--- src/rtl/alu_issuer.sv ---
// alu_issuer: initiator-side sequencer for a multicycle 64-bit ALU.
// Commands are buffered in a CMD_DEPTH-entry FIFO and issued one at a time:
// a single-cycle alu_valid_i pulse, a bounded wait for alu_valid_o, result
// capture RESULT_DELAY cycles after done, then a valid/ready response that
// carries a wrapping sequence tag. A hung ALU is abandoned after TIMEOUT
// cycles and answered with rsp_err=1, rsp_z=0.
//
// Ports:
//   clk, rst                       clock, asynchronous active-high reset
//   cmd_valid/cmd_ready            command handshake (cmd_ready = FIFO not full)
//   cmd_a, cmd_b, cmd_op           command operands and opcode
//   alu_valid_i                    one-cycle issue pulse to the ALU
//   alu_a, alu_b, alu_op           operands held from issue until the next pop
//   alu_valid_o, alu_z             ALU done pulse and result
//   rsp_valid/rsp_ready            response handshake
//   rsp_z, rsp_op, rsp_tag, rsp_err response payload (stable while held)
//   busy                           FSM not idle or FIFO non-empty
module alu_issuer #(
  parameter int unsigned CMD_DEPTH    = 4,
  parameter int unsigned TAG_W        = 4,
  parameter int unsigned RESULT_DELAY = 1,
  parameter int unsigned TIMEOUT      = 16
) (
  input  logic             clk,
  input  logic             rst,
  input  logic             cmd_valid,
  output logic             cmd_ready,
  input  logic [63:0]      cmd_a,
  input  logic [63:0]      cmd_b,
  input  logic [3:0]       cmd_op,
  output logic             alu_valid_i,
  output logic [63:0]      alu_a,
  output logic [63:0]      alu_b,
  output logic [3:0]       alu_op,
  input  logic             alu_valid_o,
  input  logic [63:0]      alu_z,
  output logic             rsp_valid,
  input  logic             rsp_ready,
  output logic [63:0]      rsp_z,
  output logic [3:0]       rsp_op,
  output logic [TAG_W-1:0] rsp_tag,
  output logic             rsp_err,
  output logic             busy
);

  localparam int unsigned PTR_W    = (CMD_DEPTH > 1) ? $clog2(CMD_DEPTH) : 1;
  localparam int unsigned CNT_W    = PTR_W + 1;
  localparam int unsigned TMR_W    = $clog2(TIMEOUT);
  localparam int unsigned DLY_LOAD = (RESULT_DELAY > 0) ? RESULT_DELAY - 1 : 0;
  localparam int unsigned DLY_W    = (DLY_LOAD > 0) ? $clog2(DLY_LOAD + 1) : 1;

  typedef enum logic [2:0] {
    S_IDLE,
    S_ISSUE,
    S_WAIT,
    S_CAPTURE,
    S_RESP
  } state_t;

  state_t             state_q, state_d;
  logic [63:0]        mem_a  [CMD_DEPTH];
  logic [63:0]        mem_b  [CMD_DEPTH];
  logic [3:0]         mem_op [CMD_DEPTH];
  logic [PTR_W-1:0]   wr_ptr_q, wr_ptr_d;
  logic [PTR_W-1:0]   rd_ptr_q, rd_ptr_d;
  logic [CNT_W-1:0]   count_q, count_d;
  logic [63:0]        a_q, a_d;
  logic [63:0]        b_q, b_d;
  logic [3:0]         op_q, op_d;
  logic [63:0]        z_q, z_d;
  logic               err_q, err_d;
  logic [TAG_W-1:0]   tag_q, tag_d;
  logic [TMR_W-1:0]   timer_q, timer_d;
  logic [DLY_W-1:0]   dly_q, dly_d;
  logic               push, pop;

  // cmd_ready is derived from the registered count, so a pop in this cycle
  // cannot open a slot for a push in the same cycle.
  assign cmd_ready = (count_q != CNT_W'(CMD_DEPTH));
  assign push      = cmd_valid && cmd_ready;
  assign pop       = (state_q == S_IDLE) && (count_q != '0);

  always_ff @(posedge clk) begin
    if (push) begin
      mem_a[wr_ptr_q]  <= cmd_a;
      mem_b[wr_ptr_q]  <= cmd_b;
      mem_op[wr_ptr_q] <= cmd_op;
    end
  end

  always_comb begin
    state_d  = state_q;
    a_d      = a_q;
    b_d      = b_q;
    op_d     = op_q;
    z_d      = z_q;
    err_d    = err_q;
    tag_d    = tag_q;
    timer_d  = timer_q;
    dly_d    = dly_q;
    wr_ptr_d = push ? wr_ptr_q + PTR_W'(1) : wr_ptr_q;
    rd_ptr_d = pop  ? rd_ptr_q + PTR_W'(1) : rd_ptr_q;
    case ({push, pop})
      2'b10:   count_d = count_q + CNT_W'(1);
      2'b01:   count_d = count_q - CNT_W'(1);
      default: count_d = count_q;
    endcase

    case (state_q)
      S_IDLE: begin
        if (pop) begin
          a_d     = mem_a[rd_ptr_q];
          b_d     = mem_b[rd_ptr_q];
          op_d    = mem_op[rd_ptr_q];
          state_d = S_ISSUE;
        end
      end
      S_ISSUE: begin
        timer_d = '0;
        state_d = S_WAIT;
      end
      S_WAIT: begin
        timer_d = timer_q + TMR_W'(1);
        // Done has priority over timer expiry in the same cycle.
        if (alu_valid_o) begin
          if (RESULT_DELAY == 0) begin
            z_d     = alu_z;
            err_d   = 1'b0;
            state_d = S_RESP;
          end else begin
            dly_d   = DLY_W'(DLY_LOAD);
            state_d = S_CAPTURE;
          end
        end else if (timer_q == TMR_W'(TIMEOUT - 1)) begin
          z_d     = '0;
          err_d   = 1'b1;
          state_d = S_RESP;
        end
      end
      S_CAPTURE: begin
        if (dly_q == '0) begin
          z_d     = alu_z;
          err_d   = 1'b0;
          state_d = S_RESP;
        end else begin
          dly_d = dly_q - DLY_W'(1);
        end
      end
      S_RESP: begin
        if (rsp_ready) begin
          tag_d   = tag_q + TAG_W'(1);
          err_d   = 1'b0;
          state_d = S_IDLE;
        end
      end
      default: state_d = S_IDLE;
    endcase
  end

  always_ff @(posedge clk or posedge rst) begin
    if (rst) begin
      state_q  <= S_IDLE;
      wr_ptr_q <= '0;
      rd_ptr_q <= '0;
      count_q  <= '0;
      a_q      <= '0;
      b_q      <= '0;
      op_q     <= '0;
      z_q      <= '0;
      err_q    <= 1'b0;
      tag_q    <= '0;
      timer_q  <= '0;
      dly_q    <= '0;
    end else begin
      state_q  <= state_d;
      wr_ptr_q <= wr_ptr_d;
      rd_ptr_q <= rd_ptr_d;
      count_q  <= count_d;
      a_q      <= a_d;
      b_q      <= b_d;
      op_q     <= op_d;
      z_q      <= z_d;
      err_q    <= err_d;
      tag_q    <= tag_d;
      timer_q  <= timer_d;
      dly_q    <= dly_d;
    end
  end

  assign alu_valid_i = (state_q == S_ISSUE);
  assign alu_a       = a_q;
  assign alu_b       = b_q;
  assign alu_op      = op_q;
  assign rsp_valid   = (state_q == S_RESP);
  assign rsp_z       = z_q;
  assign rsp_op      = op_q;
  assign rsp_tag     = tag_q;
  assign rsp_err     = err_q;
  assign busy        = (state_q != S_IDLE) || (count_q != '0);

endmodule

--- config.mk ---
export PLATFORM = sky130hd
export DESIGN_NAME = alu_issuer
export DESIGN_NICKNAME = d
export VERILOG_FILES = /design/src/rtl/alu_issuer.sv
export SDC_FILE = /design/constraint.sdc
export NUM_CORES = 1
export LEC_CHECK = 0
export CAP_MARGIN = 10
export CORE_UTILIZATION = 40
export DETAILED_ROUTE_END_ITERATION = 12
export GPL_TIMING_DRIVEN = 0
export HOLD_SLACK_MARGIN = 0.05
export PLACE_DENSITY = 0.61
export SKIP_CTS_REPAIR_TIMING = 1
export SKIP_LAST_GASP = 1
export SLEW_MARGIN = 20
export SYNTH_ARGS = -nofsm -noshare
export SYNTH_HDL_FRONTEND = slang
export SYNTH_SLANG_ARGS = --single-unit
--- constraint.sdc ---
create_clock -name clk -period 8.75 [get_ports clk]
set_input_delay 1.75 -clock clk [delete_from_list [all_inputs] [get_ports clk]]
set_output_delay 1.75 -clock clk [all_outputs]
set_load 0.02 [all_outputs]
==> flow_summary.yaml <==
global_routing:
  grt_max_degree: 82
  grt_pass1_wl_um: 94400
  grt_pass1_vias: 15203
  grt_overflow_total: 0
  grtUsageTotal_pct: 18.06
  grt_antenna_before_repair: 13
routing:
  viasPerCell: 5.072
  firstDrtPassIters: 4
  drc: 0
  antenna_left: 0
  drt_iter0_drc: 705
  wl_um: 62860
  wire_per_inst_um: 22.90
  vias: 13922
synth:
  synth_top_area_share_pct: 57.30
  syn_nets: 1495
  ys_warn_count: 0
  mappedNetlistArea_mm2: 0.02767
  ys_seq_area_share_pct: 76.75
  async_reset_ff_share_pct: 28.94
  yosys.area.top_type: "edfxtp_1"
  synth-edff-count: 528
  yosysUniqueCellTypes: 40
  synth_cells: 1286
  ys_ff_latch: 743
  synth_area_leaders: "edfxtp_1, dfrtp_1, mux4_2"
  ys.flop_type: "edfxtp_1"
  synth.avg_cell_area_um2: 21.52
clock_tree:
  root_buffer: "clkbuf_16"
  cts_tree: "built"
  cts_buffers: 81
  clkSinkCount: 743
  htreeDepth: 3
  clkTransAtPathRegs_ns: 0.05
  clockBufferDepth: 3
  clk_latency_ns: 0.62
worst_hold_path:
  hold_class: "flip-flop to flip-flop"
  worstHoldStart: "rsp_tag[3]$_DFFE_PP0P_"
timing:
  hold_viol_final: 0
  timing.slew.headroom_pct: 43.20
  setup_tns_ns: 0
  whs_ns: 0.4707
  period_share_pct: 46.98
  drv_slew: 0
  finalClockSkew_ns: 0.01949
  tightest_slew_ns: 0.8520
  min_period_ns: 4.111
  rsz0062_at_grt: "no"
  max_freq_ghz: 0.2433
  setup_violations: 0
die:
  io_pins: 410
  die_y_um: 265.0
  die_width_um: 265.0
  start_util_pct: 40.41
  core_mm2: 0.06847
  fp-row-count: 96
  dieArea_mm2: 0.07023
place:
  place_area_mm2: 0.03328
  gp_routability_congestion: 0.7607
  dpl.hpwl_um: 40680
  port_buffers: 409
critical_path:
  cp_max_fo: 10
  crit_arrival_ns: 2.36
  cp.required_ns: 7.00
  path_class: "flip-flop to output port"
  crit_path_end_kind: "output port"
  worstSetupStartpointType: "flip-flop"
  r2r_start: "state_q[0]$_DFFE_PP0P_"
  setup.worst_path.start: "state_q[2]$_DFFE_PP0P_"
finish:
  drive_gt1_share_pct: 24.68
  area_delta_synth_final_pct: 29.92
  mostFrequentLayoutCell: "edfxtp_1"
  utilization_pct: 52.51
  final_nets: 2002
  final_cell_mix: "edfxtp_1, clkdlybuf4s50_1, dfrtp_1, mux4_2, clkbuf_16"
  n_fill_cell: 5419
  design_area_mm2: 0.03595
power_and_ir_drop:
  switchingPower_mw: 4.271
  intPower_mw: 9.398
  p_comb_share_pct: 37.1
  clkPwrFrac_pct: 24.6
  power.leakage_nw: 12.84
  pwr-share-seq_pct: 38.4
  p_per_area_mw_per_mm2: 380.2
  ir_drop_mv: 0.2629
  swShare_pct: 31.24
job:
  max-cap-violations: 0
run_status:
  status: "finished, final reports clean"
==> Yosys cell counts, types with 2 or more instances <==
cell type and number:
xor2_1 4, mux2_4 58, xnor2_1 5, ha_1 7, mux2i_1 4, mux2_2 76, inv_1 9, buf_1 7
buf_2 31, a21oi_1 3, buf_4 5, o21ai_0 5, nand2_1 70, nand3b_1 2, clkbuf_1 22, nand4_1 2
o2bb2ai_1 64, and3_1 4, buf_6 8, dfrtp_1 215, edfxtp_1 528, and2_1 3, mux4_2 132, nor3_1 3
nor2_1 4
==> stage by stage <==
stage	setup slack (ns)	cells	power, mW
6_report	4.639	2745	13.67
5_1_grt	4.472	2743	14.35
2_1_floorplan	1.121	1286	8.429
4_1_cts	4.574	2742	13.91
3_5_place_dp	4.768	2592	10.50
3_3_place_gp	-3.421	2577	10.45
==> worst max-delay path: stages, from the launching register on <==
cell and delay, ns:
dfrtp_1 0.41, clkbuf_1 0.35, nor3b_1 0.31, clkdlybuf4s50_1 0.68
==> final timing paths <==
check / to / depth (start not counted) / slack (ns)
worst max register to register: count_q[2]$_DFFE_PP0P_ / 11 / 5.88
worst max-delay path: rsp_valid / 3 / 4.64
worst min-delay path: rsp_tag[3]$_DFFE_PP0P_ / 1 / 0.47
min in group asynchronous: rsp_z[10]$_DFFE_PP0P_ / 2 / 1.63
max in group asynchronous: alu_b[32]$_DFFE_PP0P_ / 3 / 6.29
worst min register to register: rsp_tag[3]$_DFFE_PP0P_ / 1 / 0.47
==> registers in the layout (all words and copies together) (netlist names) <==
| register | count |
|---|---|
| alu_a | 64 |
| mem_op | 16 |
| rsp_z | 64 |
| state_q | 3 |
| count_q | 3 |
| mem_a | 256 |
| rsp_tag | 4 |
| rd_ptr_q | 2 |
| wr_ptr_q | 2 |
| mem_b | 256 |
| alu_b | 64 |
| rsp_err | 1 |
| timer_q | 4 |
| alu_op | 4 |
==> area by class of cell <==
type	count	area, µm²	share of cell area (%)
timing repair buffer	424	4484	12.47
clock inverter	39	406.6	1.131
inverter	9	41.29	0.1149
clock buffer	111	2250	6.258
buffer	73	391.6	1.089
multi-input combinational	461	6028	16.77
sequential	743	21240	59.07
tap	882	1104	3.070
antenna	3	7.507	0.02088
==> routing by layer <==
layer	track usage (%)	vias to the layer above	share of wire, %
met4	5.218	18	2.4
met5	0	-	0.19
met3	6.196	121	7.6
li1	-	6161	-
met1	21.42	7248	39
met2	31.07	374	51
==> power by group through the flow <==
stage               clock, mW  sequential (mW)  combinational, mW
CTS                      3.45             5.26               5.20
finish                   3.36             5.24               5.07
global placement            0             5.44               5.02
floorplan                   0             5.88               2.55
detailed placement          0             5.31               5.19
global route             3.58             5.34               5.43
==> cell families (layout without fill, tap and decap cells) <==
| logic type | after synthesis | after routing | share of synthesized area, % |
|---|---|---|---|
| fa+ha+maj | 8 | 8 | 0.3889 |
| xor+xnor | 9 | 9 | 0.2849 |
| compound gates | 77 | 77 | 2.324 |
| buf+inv | 82 | 656 | 1.538 |
| flops | 743 | 743 | 76.75 |
| other cells | 0 | 3 | 0 |
| mux | 270 | 270 | 17.13 |
| simple gates | 97 | 97 | 1.587 |
No activity file was read; power rests on OpenSTA's default activity.
